$ cat src/rtl/out_drain_ctrl_pkg.sv
// tdnn_ctrl_pkg: shared state encoding and address-layout selectors for the output drain
package tdnn_ctrl_pkg;
  typedef enum logic [1:0] {IDLE, START, DRAIN} drain_st_t;
  localparam logic MODE_CH = 1'b0;
  localparam logic MODE_PIX = 1'b1;
endpackage

$ cat src/rtl/out_drain_ctrl_if.sv
// out_drain_ctrl_if: MAC-side pass control plus output-buffer address handshake
interface out_drain_ctrl_if #(
  parameter int CW = 4,
  parameter int PW = 10,
  parameter int AW = 12
);
  logic s_init, k_fin, mode, out_ready, out_valid, update, busy, active, err_ovf;
  logic [CW-1:0] od;
  logic [PW-1:0] os;
  logic [AW-1:0] oa;
  modport master (
    output s_init, k_fin, od, os, mode, out_ready,
    input out_valid, oa, update, busy, active, err_ovf
  );
  modport slave (
    input s_init, k_fin, od, os, mode, out_ready,
    output out_valid, oa, update, busy, active, err_ovf
  );
endinterface

$ cat src/rtl/out_drain_ctrl_wrap_cnt.sv
// wrap_cnt: enable-gated counter with clear, wrapping to 0 after reaching wrap_i
module wrap_cnt #(
  parameter int W = 4
) (
  input  logic         clk,
  input  logic         rst,
  input  logic         en_i,
  input  logic         clr_i,
  input  logic [W-1:0] wrap_i,
  output logic [W-1:0] cnt_o,
  output logic         last_o
);
  logic [W-1:0] cnt_q, cnt_d;
  assign last_o = cnt_q == wrap_i;
  assign cnt_d = clr_i ? '0 : en_i ? (last_o ? '0 : cnt_q + 1'b1) : cnt_q;
  assign cnt_o = cnt_q;
  // count register; clear wins over enable
  always_ff @(posedge clk or posedge rst)
    if (rst) cnt_q <= '0;
    else cnt_q <= cnt_d;
endmodule

$ cat src/rtl/out_drain_ctrl.sv
// out_drain_ctrl: queues finished passes and streams one output address per channel per pass
module out_drain_ctrl
  import tdnn_ctrl_pkg::*;
#(
  parameter int CW = 4,
  parameter int PW = 10,
  parameter int AW = 12,
  parameter int PEND_DEPTH = 2
) (
  input logic clk,
  input logic rst,
  out_drain_ctrl_if.slave bus
);
  localparam int PNW = $clog2(PEND_DEPTH + 1);
  localparam int FW = CW + PW + 2;
  drain_st_t state_q, state_d;
  logic [PNW-1:0] pend_q, pend_d;
  logic busy_q, busy_d, err_q, err_d, sinit_q, sinit_d;
  logic [AW-1:0] oa_q, oa_d;
  logic [CW-1:0] ct, ct_n;
  logic [PW-1:0] wi, wi_n;
  logic ct_last, wi_last, ct_clr, fire, fin, go, wi_clr;
  logic [FW-1:0] ch_a, px_a;
  assign go = (pend_q != '0) | bus.k_fin;
  assign fire = (state_q == DRAIN) & bus.out_ready;
  assign fin = fire & ct_last;
  assign ct_clr = state_q == START;
  assign wi_clr = ((state_q == IDLE) & bus.s_init) | (fin & (sinit_q | bus.s_init));
  wrap_cnt #(.W(CW)) u_ct (
    .clk(clk), .rst(rst), .en_i(fire), .clr_i(ct_clr), .wrap_i(bus.od),
    .cnt_o(ct), .last_o(ct_last)
  );
  wrap_cnt #(.W(PW)) u_wi (
    .clk(clk), .rst(rst), .en_i(fin), .clr_i(wi_clr), .wrap_i(bus.os - PW'(1)),
    .cnt_o(wi), .last_o(wi_last)
  );
  // next counter values feed the address register so oa moves in lockstep with ct/wi
  always_comb begin
    ct_n = ct_clr ? '0 : fire ? (ct_last ? '0 : ct + 1'b1) : ct;
    wi_n = wi_clr ? '0 : fin ? (wi_last ? '0 : wi + 1'b1) : wi;
    ch_a = FW'(ct_n) * FW'(bus.os) + FW'(wi_n);
    px_a = FW'(wi_n) * (FW'(bus.od) + FW'(1)) + FW'(ct_n);
    oa_d = AW'(bus.mode == MODE_CH ? ch_a : px_a);
  end
  // next state, pass queue, deferred sample restart and overflow flag
  always_comb begin
    state_d = state_q;
    unique case (state_q)
      IDLE:    if (go) state_d = START;
      START:   state_d = DRAIN;
      DRAIN:   if (fin) state_d = go ? START : IDLE;
      default: state_d = IDLE;
    endcase
    pend_d = pend_q + PNW'(bus.k_fin & ~busy_q) - PNW'(state_d == START);
    busy_d = pend_d == PNW'(PEND_DEPTH);
    sinit_d = (state_q != IDLE) & (sinit_q | bus.s_init) & ~fin;
    err_d = err_q | (bus.k_fin & busy_q);
  end
  // state and control registers
  always_ff @(posedge clk or posedge rst)
    if (rst) begin
      state_q <= IDLE;
      pend_q <= '0;
      busy_q <= 1'b0;
      err_q <= 1'b0;
      sinit_q <= 1'b0;
      oa_q <= '0;
    end else begin
      state_q <= state_d;
      pend_q <= pend_d;
      busy_q <= busy_d;
      err_q <= err_d;
      sinit_q <= sinit_d;
      oa_q <= oa_d;
    end
  assign bus.out_valid = state_q == DRAIN;
  assign bus.update = state_q == START;
  assign bus.active = state_q != IDLE;
  assign bus.busy = busy_q;
  assign bus.err_ovf = err_q;
  assign bus.oa = oa_q;
endmodule

$ cat src/flat_wrapper.sv
// flat-port wrapper written by rule: the top's interface ports become plain ports
module out_drain_ctrl_flat import tdnn_ctrl_pkg::*;
#(
  parameter int CW = 4,
  parameter int PW = 10,
  parameter int AW = 12,
  parameter int PEND_DEPTH = 2
)
  (clk, rst, bus_s_init, bus_k_fin, bus_od, bus_os, bus_mode, bus_out_ready, bus_out_valid, bus_oa, bus_update, bus_busy, bus_active, bus_err_ovf);
  out_drain_ctrl_if #(.CW(CW), .PW(PW), .AW(AW)) bus_i ();
  input logic clk;
  input logic rst;
  input wire logic [$bits(bus_i.s_init)-1:0] bus_s_init;
  input wire logic [$bits(bus_i.k_fin)-1:0] bus_k_fin;
  input wire logic [$bits(bus_i.od)-1:0] bus_od;
  input wire logic [$bits(bus_i.os)-1:0] bus_os;
  input wire logic [$bits(bus_i.mode)-1:0] bus_mode;
  input wire logic [$bits(bus_i.out_ready)-1:0] bus_out_ready;
  output wire logic [$bits(bus_i.out_valid)-1:0] bus_out_valid;
  output wire logic [$bits(bus_i.oa)-1:0] bus_oa;
  output wire logic [$bits(bus_i.update)-1:0] bus_update;
  output wire logic [$bits(bus_i.busy)-1:0] bus_busy;
  output wire logic [$bits(bus_i.active)-1:0] bus_active;
  output wire logic [$bits(bus_i.err_ovf)-1:0] bus_err_ovf;
  assign bus_i.s_init = bus_s_init;
  assign bus_i.k_fin = bus_k_fin;
  assign bus_i.od = bus_od;
  assign bus_i.os = bus_os;
  assign bus_i.mode = bus_mode;
  assign bus_i.out_ready = bus_out_ready;
  assign bus_out_valid = bus_i.out_valid;
  assign bus_oa = bus_i.oa;
  assign bus_update = bus_i.update;
  assign bus_busy = bus_i.busy;
  assign bus_active = bus_i.active;
  assign bus_err_ovf = bus_i.err_ovf;
  out_drain_ctrl #(.CW(CW), .PW(PW), .AW(AW), .PEND_DEPTH(PEND_DEPTH)) u_core (.clk(clk), .rst(rst), .bus(bus_i));
endmodule
$ cat config.mk
export PLATFORM = sky130hd
export DESIGN_NAME = out_drain_ctrl_flat
export DESIGN_NICKNAME = d
export VERILOG_FILES = /design/src/rtl/out_drain_ctrl_pkg.sv /design/src/rtl/out_drain_ctrl_if.sv /design/src/rtl/out_drain_ctrl_wrap_cnt.sv /design/src/rtl/out_drain_ctrl.sv /design/src/flat_wrapper.sv
export SDC_FILE = /design/constraint.sdc
export NUM_CORES = 1
export LEC_CHECK = 0
export ABC_AREA = 1
export BUFFER_PORTS_ARGS = -buffer_cell sky130_fd_sc_hd__buf_2
export CAP_MARGIN = 20
export CORE_ASPECT_RATIO = 1.4
export CORE_MARGIN = 4
export CORE_UTILIZATION = 44
export DETAILED_ROUTE_END_ITERATION = 8
export GPL_TIMING_DRIVEN = 0
export REMOVE_ABC_BUFFERS = 1
export SYNTH_ARGS = -nofsm -noshare
export SYNTH_HDL_FRONTEND = slang
export SYNTH_HIERARCHICAL = 1
export SYNTH_SLANG_ARGS = --single-unit
$ cat constraint.sdc
create_clock -name clk -period 9.18 [get_ports clk]
set_input_delay 1.377 -clock clk [delete_from_list [all_inputs] [get_ports clk]]
set_output_delay 1.377 -clock clk [all_outputs]
set_load 0.03 [all_outputs]
==> results of run 1 <==
-- sequential cells by signal, summed over array words and instances, names as in the netlist --
signal	flops
u_core/state_q	2
u_core/pend_q	2
u_core/sinit_q	1
u_core/u_ct/cnt_o	4
u_core/u_wi/cnt_o	10
u_core/bus.err_ovf	1
u_core/bus.oa	12
u_core/bus.busy	1
-- routing by layer --
layer	wire [um]	global-route usage [%]	up-vias
met2	6430	33.6	84
met3	417	2.52	41
met5	0	0	-
met1	5120	21.5	2161
met4	795	10.8	0
li1	-	-	2383
-- stage by stage --
| step | cell area [um2] | cells | util [%] |
|---|---|---|---|
| after floorplan | 5310 | 749 | - |
| after global placement | 5680 | 932 | 47.8 |
| after detailed placement | 5680 | 932 | 47.8 |
| after CTS | 5850 | 940 | 49.3 |
| after global routing | 5850 | 940 | 49.3 |
| final | 5850 | 940 | 49.3 |
-- cell type report --
type / instances / area share, %
tap: 147 / 3.14
inverter: 169 / 10.8
clock inverter: 2 / 0.641
timing repair buffer: 36 / 3.08
multi-input combinational: 547 / 65.8
clock buffer: 6 / 2.37
sequential: 33 / 14.1
-- synth_stat cells (9+ instances only) --
cell type,instances
sky130_fd_sc_hd__nor2_1,111
sky130_fd_sc_hd__inv_2,13
sky130_fd_sc_hd__nand3_1,34
sky130_fd_sc_hd__fa_1,50
sky130_fd_sc_hd__o21ai_0,18
sky130_fd_sc_hd__nand2_1,162
sky130_fd_sc_hd__nor3_1,10
sky130_fd_sc_hd__dfrtp_1,33
sky130_fd_sc_hd__xor2_1,18
sky130_fd_sc_hd__inv_1,153
sky130_fd_sc_hd__nor2_2,9
sky130_fd_sc_hd__a21oi_2,10
sky130_fd_sc_hd__a21oi_1,16
sky130_fd_sc_hd__nand4_1,11
sky130_fd_sc_hd__ha_1,46
-- logic make-up (layout without fill, tap and decap cells) --
| logic type | Yosys count | after routing | share of synthesized area, % |
|---|---|---|---|
| and+or+nand+nor | 365 | 365 | 30.7 |
| adders and majority gates | 96 | 96 | 29.5 |
| xor gates and xnor gates | 22 | 22 | 3.60 |
| buffers and inverters | 175 | 213 | 12.6 |
| DFF | 33 | 33 | 15.4 |
| AOI/OAI and AO/OA | 64 | 64 | 8.18 |
-- worst paths after layout --
| check | startpoint | endpoint | slack (ps) | cells after the start |
|---|---|---|---|---|
| max reg2reg | u_core/u_ct/cnt_o[0] | u_core/bus.oa[11] | 3400 | 28 |
| max | bus_os[0] | u_core/bus.oa[11] | 1870 | 33 |
| min reg2reg | u_core/bus.err_ovf | u_core/bus.err_ovf | 460 | 1 |
| min in group asynchronous | rst | u_core/u_ct/cnt_o[0] | 980 | 2 |
| max in group asynchronous | rst | u_core/bus.oa[11] | 7400 | 2 |
| min | u_core/bus.err_ovf | u_core/bus.err_ovf | 460 | 1 |
-- critical path, delay by kind of cell --
kind / cells / cell delay (ps)
buf+inv: 7 / 760
simple gates: 18 / 2780
xor+xnor: 1 / 110
compound gates: 3 / 580
fa+ha+maj: 4 / 1880
-- power by group --
part	internal, mW	switching, mW	total [mW]
Combinational	0.345	0.654	0.999
Clock	0.136	0.0711	0.207
Sequential	0.201	0.0595	0.260
==> impl_metrics.py, run 1 <==
metrics = {
    "timing": {
        "slew-limit-headroom_pct": 37.9,
        "timing_max_transition_violations_final": 0,
        "clock.fmax_mhz": 137,
        "unrepaired_setup_endpoints_after_global_routing": "false",
        "timing.final.hold_violations": 0,
        "fin_skew_ps": 7.31,
        "timing_worst_slew_pin_value_ps": 922,
        "fin_tns_setup_ps": 0,
        "post_layout_minimum_cycle_time_ps": 7310,
        "fin_hold_ws_ps": 455,
        "fin_crit_sh_pct": 79.6,
        "setup_violations": 0,
        "postLayoutSetupSlackWorst_ps": 1870,
    },
    "global_routing": {
        "overflow": 0,
        "maximum_number_of_pins_on_one_net_before_global_route_repair": 20,
        "grt_util_overall_pct": 19.1,
        "first_pass_grt_wire_length_um": 21600,
        "grt_antenna_before_repair": 0,
        "number_of_global_route_vias_before_repair": 4755,
    },
    "cts": {
        "cts-root-buf": "sky130_fd_sc_hd__clkbuf_16",
        "numCtsBuffers": 5,
        "cts-resized-gates": 0,
        "cts-hold-fix-buffers": 0,
        "setup_fix_buffers_added_after_clock_tree_synthesis": 0,
        "worst_setup_hold_path_clk_slew_ps": 60,
        "tritoncts": "done",
        "clock-sinks": 33,
        "insertion_delay_ps": 290,
        "max-clock-path-buffers": 2,
        "cts_htree_levels": 2,
    },
    "synth": {
        "yosys_warnings": 6,
        "synth_top_area_cell": "sky130_fd_sc_hd__fa_1",
        "syn_avg_cell_area_um2": 7.09,
        "number_of_enable_type_register_cells_in_the_synthesized_netlist": 0,
        "syn-instance-count": 755,
        "count_of_state_elements_after_synthesis": 33,
        "synth-main-ff-cell": "sky130_fd_sc_hd__dfrtp_1",
        "synth.top_cells.by_area": "sky130_fd_sc_hd__fa_1 (19%), sky130_fd_sc_hd__dfrtp_1 (15%), sky130_fd_sc_hd__nand2_1 (11%)",
        "post_synthesis_async_set_or_reset_flop_share_pct": 100,
        "yosysUniqueCellTypes": 48,
        "synth_area_um2": 5350,
        "synth_sequential_area_ratio_pct": 15.4,
        "yosys.area.top_type_share_pct": 18.7,
    },
    "finish": {
        "multi_input_logic_area_um2": 3850,
        "areaGrowthSynthToFinish_pct": 9.35,
        "mostFrequentLayoutCell": "sky130_fd_sc_hd__nand2_1",
        "layout.cells.most_common_list": "sky130_fd_sc_hd__nand2_1 (162), sky130_fd_sc_hd__inv_1 (153), sky130_fd_sc_hd__nor2_1 (111)",
        "final_layout_size_suffix_gt1_share_pct": 13.1,
        "layout.filler_cells": 1232,
        "finish.net_count": 908,
        "register_area_um2": 826,
        "insertedDiodeCount": 0,
    },
    "outcome": {
        "status": "finished clean",
    },
    "power": {
        "ir_drop_uv": 96.1,
        "fin_total_pwr_mw": 1.47,
        "pwrdens_nw_per_um2": 251,
        "leak_pwr_nw": 3.31,
    },
    "drt": {
        "detail_route.drc_violations": 0,
        "drt_iter0_markers": 148,
        "wirelength_um": 12800,
        "route.detailed.vias_per_inst": 4.97,
        "detailedRoute.firstPassIterationCount": 4,
        "postRouteAntennaNets": 0,
        "via_count": 4669,
        "post_drt_wl_per_cell_um": 13.6,
    },
    "worst_setup_path": {
        "critical_path.slowest_cell": "sky130_fd_sc_hd__fa_1",
        "timing.critical_path.slowest_cell_delay_ps": 550,
        "crit_path_arrival_time_ps": 7460,
        "crit_type": "in -> reg",
        "cpMostUsedCell": "sky130_fd_sc_hd__inv_1",
        "worstPathMaxFanout": 7,
        "critical_path.startpoint_type": "input port",
        "worst_setup_path_end_kind": "register",
        "critPathRequiredTime_ps": 9340,
    },
    "die": {
        "die_h_um": 139,
        "floorplan.rows": 47,
        "io-pin-count": 37,
        "core_region_area_um2": 11900,
        "floorplan_die_area_um2": 14000,
        "die_extent_in_x_um": 101,
        "initial_utilization_pct": 45.1,
    },
    "placed_design": {
        "io_buffer_count": 36,
        "globalplace.congestion": 0.909,
        "dp_worst_setup_slack_ps": 1540,
        "hpwlAfterDp_um": 10800,
    },
    "hold_path": {
        "hold_path.class": "reg -> reg",
    },
    "flow_run": {
        "max_cap_viol_count": 0,
    },
}
Power figures use the tool's default switching activity.
==> run 2, diff against run 1 <==
clock period = 7.52 ns   (was 9.18 ns; I/O delays follow)
==> run 2 against run 1 <==
Setup slack worse by 1200 ps. Wire length up 0.24%. Register-to-register slack got worse by 1700 ps. Global-route usage stayed put. Non-clock buffer count unchanged. Critical path depth did not move. Clock power grew 22%. Die area unchanged. Via count is 0.26% lower. Largest cell class unchanged. Largest power group unchanged.
==> impl_metrics.py, run 2 (same netlist as run 1, synthesis figures left out) <==
metrics = {
    "outcome": {
        "status": "finished clean",
    },
    "drt": {
        "detail_route.drc_violations": 0,
        "detailedRoute.firstPassIterationCount": 5,
        "route.detailed.vias_per_inst": 4.95,
        "via_count": 4657,
        "postRouteAntennaNets": 0,
        "post_drt_wl_per_cell_um": 13.6,
        "drt_iter0_markers": 147,
        "wirelength_um": 12800,
    },
    "power": {
        "pwrdens_nw_per_um2": 306,
        "ir_drop_uv": 117,
        "cell_internal_pwr_mw": 0.833,
        "combinationalPowerShare_pct": 68.2,
        "seq_power_share_pct": 17.8,
        "pwr-share-clk_pct": 14.1,
        "leak_pwr_nw": 3.31,
        "sw_frac_of_total_pct": 53.5,
        "fin_total_pwr_mw": 1.79,
        "power.net_switching_mw": 0.960,
    },
    "global_routing": {
        "number_of_global_route_vias_before_repair": 4755,
        "grt_use_met3_pct": 2.52,
        "grt_util_overall_pct": 19.1,
        "maximum_number_of_pins_on_one_net_before_global_route_repair": 20,
        "grt_busiest_layer": "met2",
        "overflow": 0,
        "grt_antenna_before_repair": 0,
        "grt.met2_usage_pct": 33.6,
        "first_pass_grt_wire_length_um": 21600,
        "grt.met1_usage_pct": 21.5,
    },
    "cts": {
        "numCtsBuffers": 5,
        "setup_fix_buffers_added_after_clock_tree_synthesis": 0,
        "worst_setup_hold_path_clk_slew_ps": 60,
        "cts-hold-fix-buffers": 0,
        "tritoncts": "done",
        "clock-sinks": 33,
        "cts-root-buf": "sky130_fd_sc_hd__clkbuf_16",
        "insertion_delay_ps": 290,
        "cts_htree_levels": 2,
        "max-clock-path-buffers": 2,
    },
    "worst_setup_path": {
        "worst-path-buf-inv": 7,
        "crit_path_arrival_time_ps": 7020,
        "critical-path-top-delay-family": "simple AND/OR/NAND/NOR gates",
        "critPathRequiredTime_ps": 7680,
        "timing.critical_path.slowest_cell_delay_ps": 550,
        "cpMostUsedCell": "sky130_fd_sc_hd__inv_1",
        "critical_path.startpoint_type": "input port",
        "worstPathMaxFanout": 7,
        "crit_type": "in -> reg",
        "critical_path.slowest_cell": "sky130_fd_sc_hd__fa_1",
        "worst_setup_path_end_kind": "register",
    },
    "die": {
        "die_h_um": 139,
        "floorplan.rows": 47,
        "die_extent_in_x_um": 101,
        "initial_utilization_pct": 45.1,
        "core_region_area_um2": 11900,
        "floorplan_die_area_um2": 14000,
        "io-pin-count": 37,
    },
    "timing": {
        "timing.final.hold_violations": 0,
        "setup_violations": 0,
        "slew-limit-headroom_pct": 45.4,
        "fin_skew_ps": 7.45,
        "timing_worst_slew_pin_value_ps": 819,
        "fin_crit_sh_pct": 91.2,
        "fin_hold_ws_ps": 455,
        "post_layout_minimum_cycle_time_ps": 6860,
        "timing_max_transition_violations_final": 0,
        "postLayoutSetupSlackWorst_ps": 659,
        "unrepaired_setup_endpoints_after_global_routing": "false",
        "clock.fmax_mhz": 146,
        "fin_tns_setup_ps": 0,
    },
    "finish": {
        "layout.cells.most_common_list": "sky130_fd_sc_hd__nand2_1 (162), sky130_fd_sc_hd__inv_1 (153), sky130_fd_sc_hd__nor2_1 (110)",
        "areaGrowthSynthToFinish_pct": 9.56,
        "finish.net_count": 908,
        "final_layout_size_suffix_gt1_share_pct": 13.5,
        "largest_register_ff_count": 12,
        "insertedDiodeCount": 0,
        "mostFrequentLayoutCell": "sky130_fd_sc_hd__nand2_1",
    },
    "placed_design": {
        "dp_worst_setup_slack_ps": 129,
        "globalplace.congestion": 0.909,
        "io_buffer_count": 36,
        "hpwlAfterDp_um": 10800,
    },
    "hold_path": {
        "hold_path.class": "reg -> reg",
    },
    "flow_run": {
        "max_cap_viol_count": 0,
    },
}
[run 2: cell counts in the layout (fill, tap and decap cells not counted)]
No cell type changed its count.
[run 2: worst paths after layout]
path,from,end,slack [ps],depth (start not counted)
max reg2reg,u_core/u_ct/cnt_o[0],u_core/bus.oa[11],1730,29
min reg2reg,u_core/bus.err_ovf,u_core/bus.err_ovf,460,1
max,bus_os[0],u_core/bus.oa[11],660,33
max in group asynchronous,rst,u_core/bus.oa[11],5980,2
min,u_core/bus.err_ovf,u_core/bus.err_ovf,460,1
min in group asynchronous,rst,u_core/u_ct/cnt_o[0],730,2
[run 2: cell type report]
| class | count | area, um2 |
|---|---|---|
| clock buffer | 6 | 139 |
| clock inverter | 2 | 37.5 |
| fill | 1232 | 6010 |
| inverter | 169 | 634 |
| multi-input combinational | 547 | 3860 |
| sequential | 33 | 826 |
| tap | 147 | 184 |
| timing repair buffer | 36 | 180 |
[run 2: repair_timing]
action | 4_1_cts | 5_1_grt
endpoints found under the hold margin | 0 | 0
gates resized for setup | 0 | 4
endpoints found under the setup margin | 0 | 1
[run 2: power by group through the flow]
| stage | logic [mW] | registers, mW | clock network, mW |
|---|---|---|---|
| floorplan | 0.878 | 0.358 | 0 |
| global placement | 1.20 | 0.319 | 0 |
| detailed placement | 1.23 | 0.321 | 0 |
| CTS | 1.23 | 0.318 | 0.262 |
| global route | 1.41 | 0.327 | 0.264 |
| finish | 1.22 | 0.318 | 0.252 |
[run 2: metal layers]
| layer | up-vias | share of wire [%] |
|---|---|---|
| met1 | 2159 | 40 |
| met5 | - | 0 |
| li1 | 2385 | - |
| met2 | 74 | 51 |
| met3 | 39 | 2.9 |
| met4 | 0 | 5.8 |
[run 2: through the flow]
step | std cells | instance area, um2 | util [%]
after floorplan | 749 | 5310 | -
after CTS | 940 | 5850 | 49.3
after global routing | 940 | 5860 | 49.4
final | 940 | 5860 | 49.4
after global placement | 932 | 5680 | 47.8
after detailed placement | 932 | 5680 | 47.8
==> run 3, diff against run 2 <==
CORE_ASPECT_RATIO = default   (was 1.4)
==> run 3 against run 2 <==
Clock skew grew 2.9 ps. Die area shrank 0.18%. Clock power is essentially flat. Flip-flop and latch count is the same. Non-clock buffer count is the same. Utilization shrank 0.43 points. Wire length shrank 1.0%. Register-to-register slack gained 80 ps. Cell count is the same. First-iteration DRC count grew 96%. Global-route usage is essentially flat. Critical path depth is the same.
==> impl_metrics.py, run 3 (same netlist as run 1, synthesis figures left out) <==
metrics = {
    "timing": {
        "clock.fmax_mhz": 143,
        "fin_crit_sh_pct": 92.7,
        "setup_violations": 0,
        "postLayoutSetupSlackWorst_ps": 548,
        "timing_max_transition_violations_final": 0,
        "fin_tns_setup_ps": 0,
        "fin_skew_ps": 10.3,
        "timing.final.hold_violations": 0,
        "slew-limit-headroom_pct": 33.8,
        "timing_worst_slew_pin_value_ps": 983,
        "fin_hold_ws_ps": 456,
        "unrepaired_setup_endpoints_after_global_routing": "false",
        "post_layout_minimum_cycle_time_ps": 6970,
    },
    "finish": {
        "mostFrequentLayoutCell": "sky130_fd_sc_hd__nand2_1",
        "register_area_um2": 826,
        "insertedDiodeCount": 0,
        "layout.filler_cells": 1179,
        "final_layout_size_suffix_gt1_share_pct": 13.1,
        "finish.net_count": 908,
        "final_cell_count_no_fill": 940,
        "layout.cells.most_common_list": "sky130_fd_sc_hd__nand2_1 (162), sky130_fd_sc_hd__inv_1 (153), sky130_fd_sc_hd__nor2_1 (111)",
        "largest_register_ff_count": 12,
        "areaGrowthSynthToFinish_pct": 9.35,
        "multi_input_logic_area_um2": 3850,
        "non_filler_cell_area_final_um2": 5850,
        "utilization_pct": 48.9,
    },
    "placed_design": {
        "io_buffer_count": 36,
        "hpwlAfterDp_um": 10600,
        "globalplace.congestion": 0.898,
        "place.detailed.instances": 932,
        "postPlaceCellArea_um2": 5680,
        "dp_worst_setup_slack_ps": 229,
    },
    "cts": {
        "cts_htree_levels": 2,
        "clock-sinks": 33,
        "setup_fix_buffers_added_after_clock_tree_synthesis": 0,
        "max-clock-path-buffers": 2,
        "numCtsBuffers": 5,
        "worst_setup_hold_path_clk_slew_ps": 50,
        "cts-root-buf": "sky130_fd_sc_hd__clkbuf_16",
        "cts-hold-fix-buffers": 0,
        "tritoncts": "done",
        "insertion_delay_ps": 290,
        "cts-resized-gates": 0,
    },
    "hold_path": {
        "hold_path.class": "reg -> reg",
    },
    "die": {
        "floorplan_die_area_um2": 14000,
        "floorplan.rows": 40,
        "initial_utilization_pct": 44.7,
        "die_extent_in_x_um": 118,
        "io-pin-count": 37,
        "die_h_um": 118,
        "core_region_area_um2": 12000,
    },
    "power": {
        "pwrdens_nw_per_um2": 306,
        "ir_drop_uv": 113,
        "leak_pwr_nw": 3.31,
        "fin_total_pwr_mw": 1.79,
    },
    "worst_setup_path": {
        "critical_path.startpoint_type": "input port",
        "cpMostUsedCell": "sky130_fd_sc_hd__inv_1",
        "crit_type": "in -> reg",
        "critical_path.slowest_cell": "sky130_fd_sc_hd__fa_1",
        "worstPathMaxFanout": 7,
        "crit_path_arrival_time_ps": 7140,
        "critPathRequiredTime_ps": 7680,
        "timing.critical_path.slowest_cell_delay_ps": 540,
        "worst_setup_path_end_kind": "register",
    },
    "flow_run": {
        "max_cap_viol_count": 0,
    },
    "global_routing": {
        "maximum_number_of_pins_on_one_net_before_global_route_repair": 20,
        "grt_antenna_before_repair": 0,
        "overflow": 0,
        "grt_util_overall_pct": 19.1,
        "first_pass_grt_wire_length_um": 22000,
        "number_of_global_route_vias_before_repair": 4699,
    },
    "drt": {
        "post_drt_wl_per_cell_um": 13.5,
        "detailedRoute.firstPassIterationCount": 5,
        "wirelength_um": 12700,
        "route.detailed.vias_per_inst": 5.02,
        "postRouteAntennaNets": 0,
        "detail_route.drc_violations": 0,
        "via_count": 4720,
        "drt_iter0_markers": 288,
    },
    "outcome": {
        "status": "finished clean",
    },
}
[run 3: cell counts in the layout (fill, tap and decap cells not counted)]
Identical to the previous run, type by type.
[run 3: layer usage]
| metal | wire, um | global-route usage [%] | up-vias | share of wire [%] |
|---|---|---|---|---|
| met2 | 6020 | 33.0 | 93 | 47 |
| met3 | 557 | 2.58 | 15 | 4.4 |
| met4 | 229 | 4.84 | 0 | 1.8 |
| met5 | 0 | 0 | - | 0 |
| met1 | 5870 | 25.1 | 2230 | 46 |
| li1 | - | - | 2382 | - |
[run 3: cell type report]
class / count / area share (%)
flip-flops and latches: 33 / 14.1
clock buffers: 6 / 2.37
repair buffers: 36 / 3.08
inverters: 169 / 10.8
clock inverters: 2 / 0.641
multi-input cells: 547 / 65.8
well taps: 147 / 3.14
[run 3: critical path: cells and delay by family]
family	cells	cell delay (ps)
and+or+nand+nor	18	2630
buffers and inverters	7	750
xor gates and xnor gates	1	120
adders and majority gates	4	1880
AOI/OAI and AO/OA	3	590
[run 3: worst paths after layout]
path	cells past startpoint	start	end	slack [ps]
setup / recovery	33	bus_os[0]	u_core/bus.oa[11]	550
hold / removal	1	u_core/bus.err_ovf	u_core/bus.err_ovf	460
setup reg to reg	29	u_core/u_ct/cnt_o[0]	u_core/bus.oa[11]	1810
hold reg to reg	1	u_core/bus.err_ovf	u_core/bus.err_ovf	460
max in group asynchronous	2	rst	u_core/bus.oa[7]	5960
min in group asynchronous	2	rst	u_core/u_ct/cnt_o[1]	760
[run 3: power by group]
group / switching (mW) / leakage, nW / internal, mW
combinational: 0.799 / 2.81 / 0.423
clock: 0.0841 / 0.0831 / 0.165
sequential: 0.0735 / 0.423 / 0.245
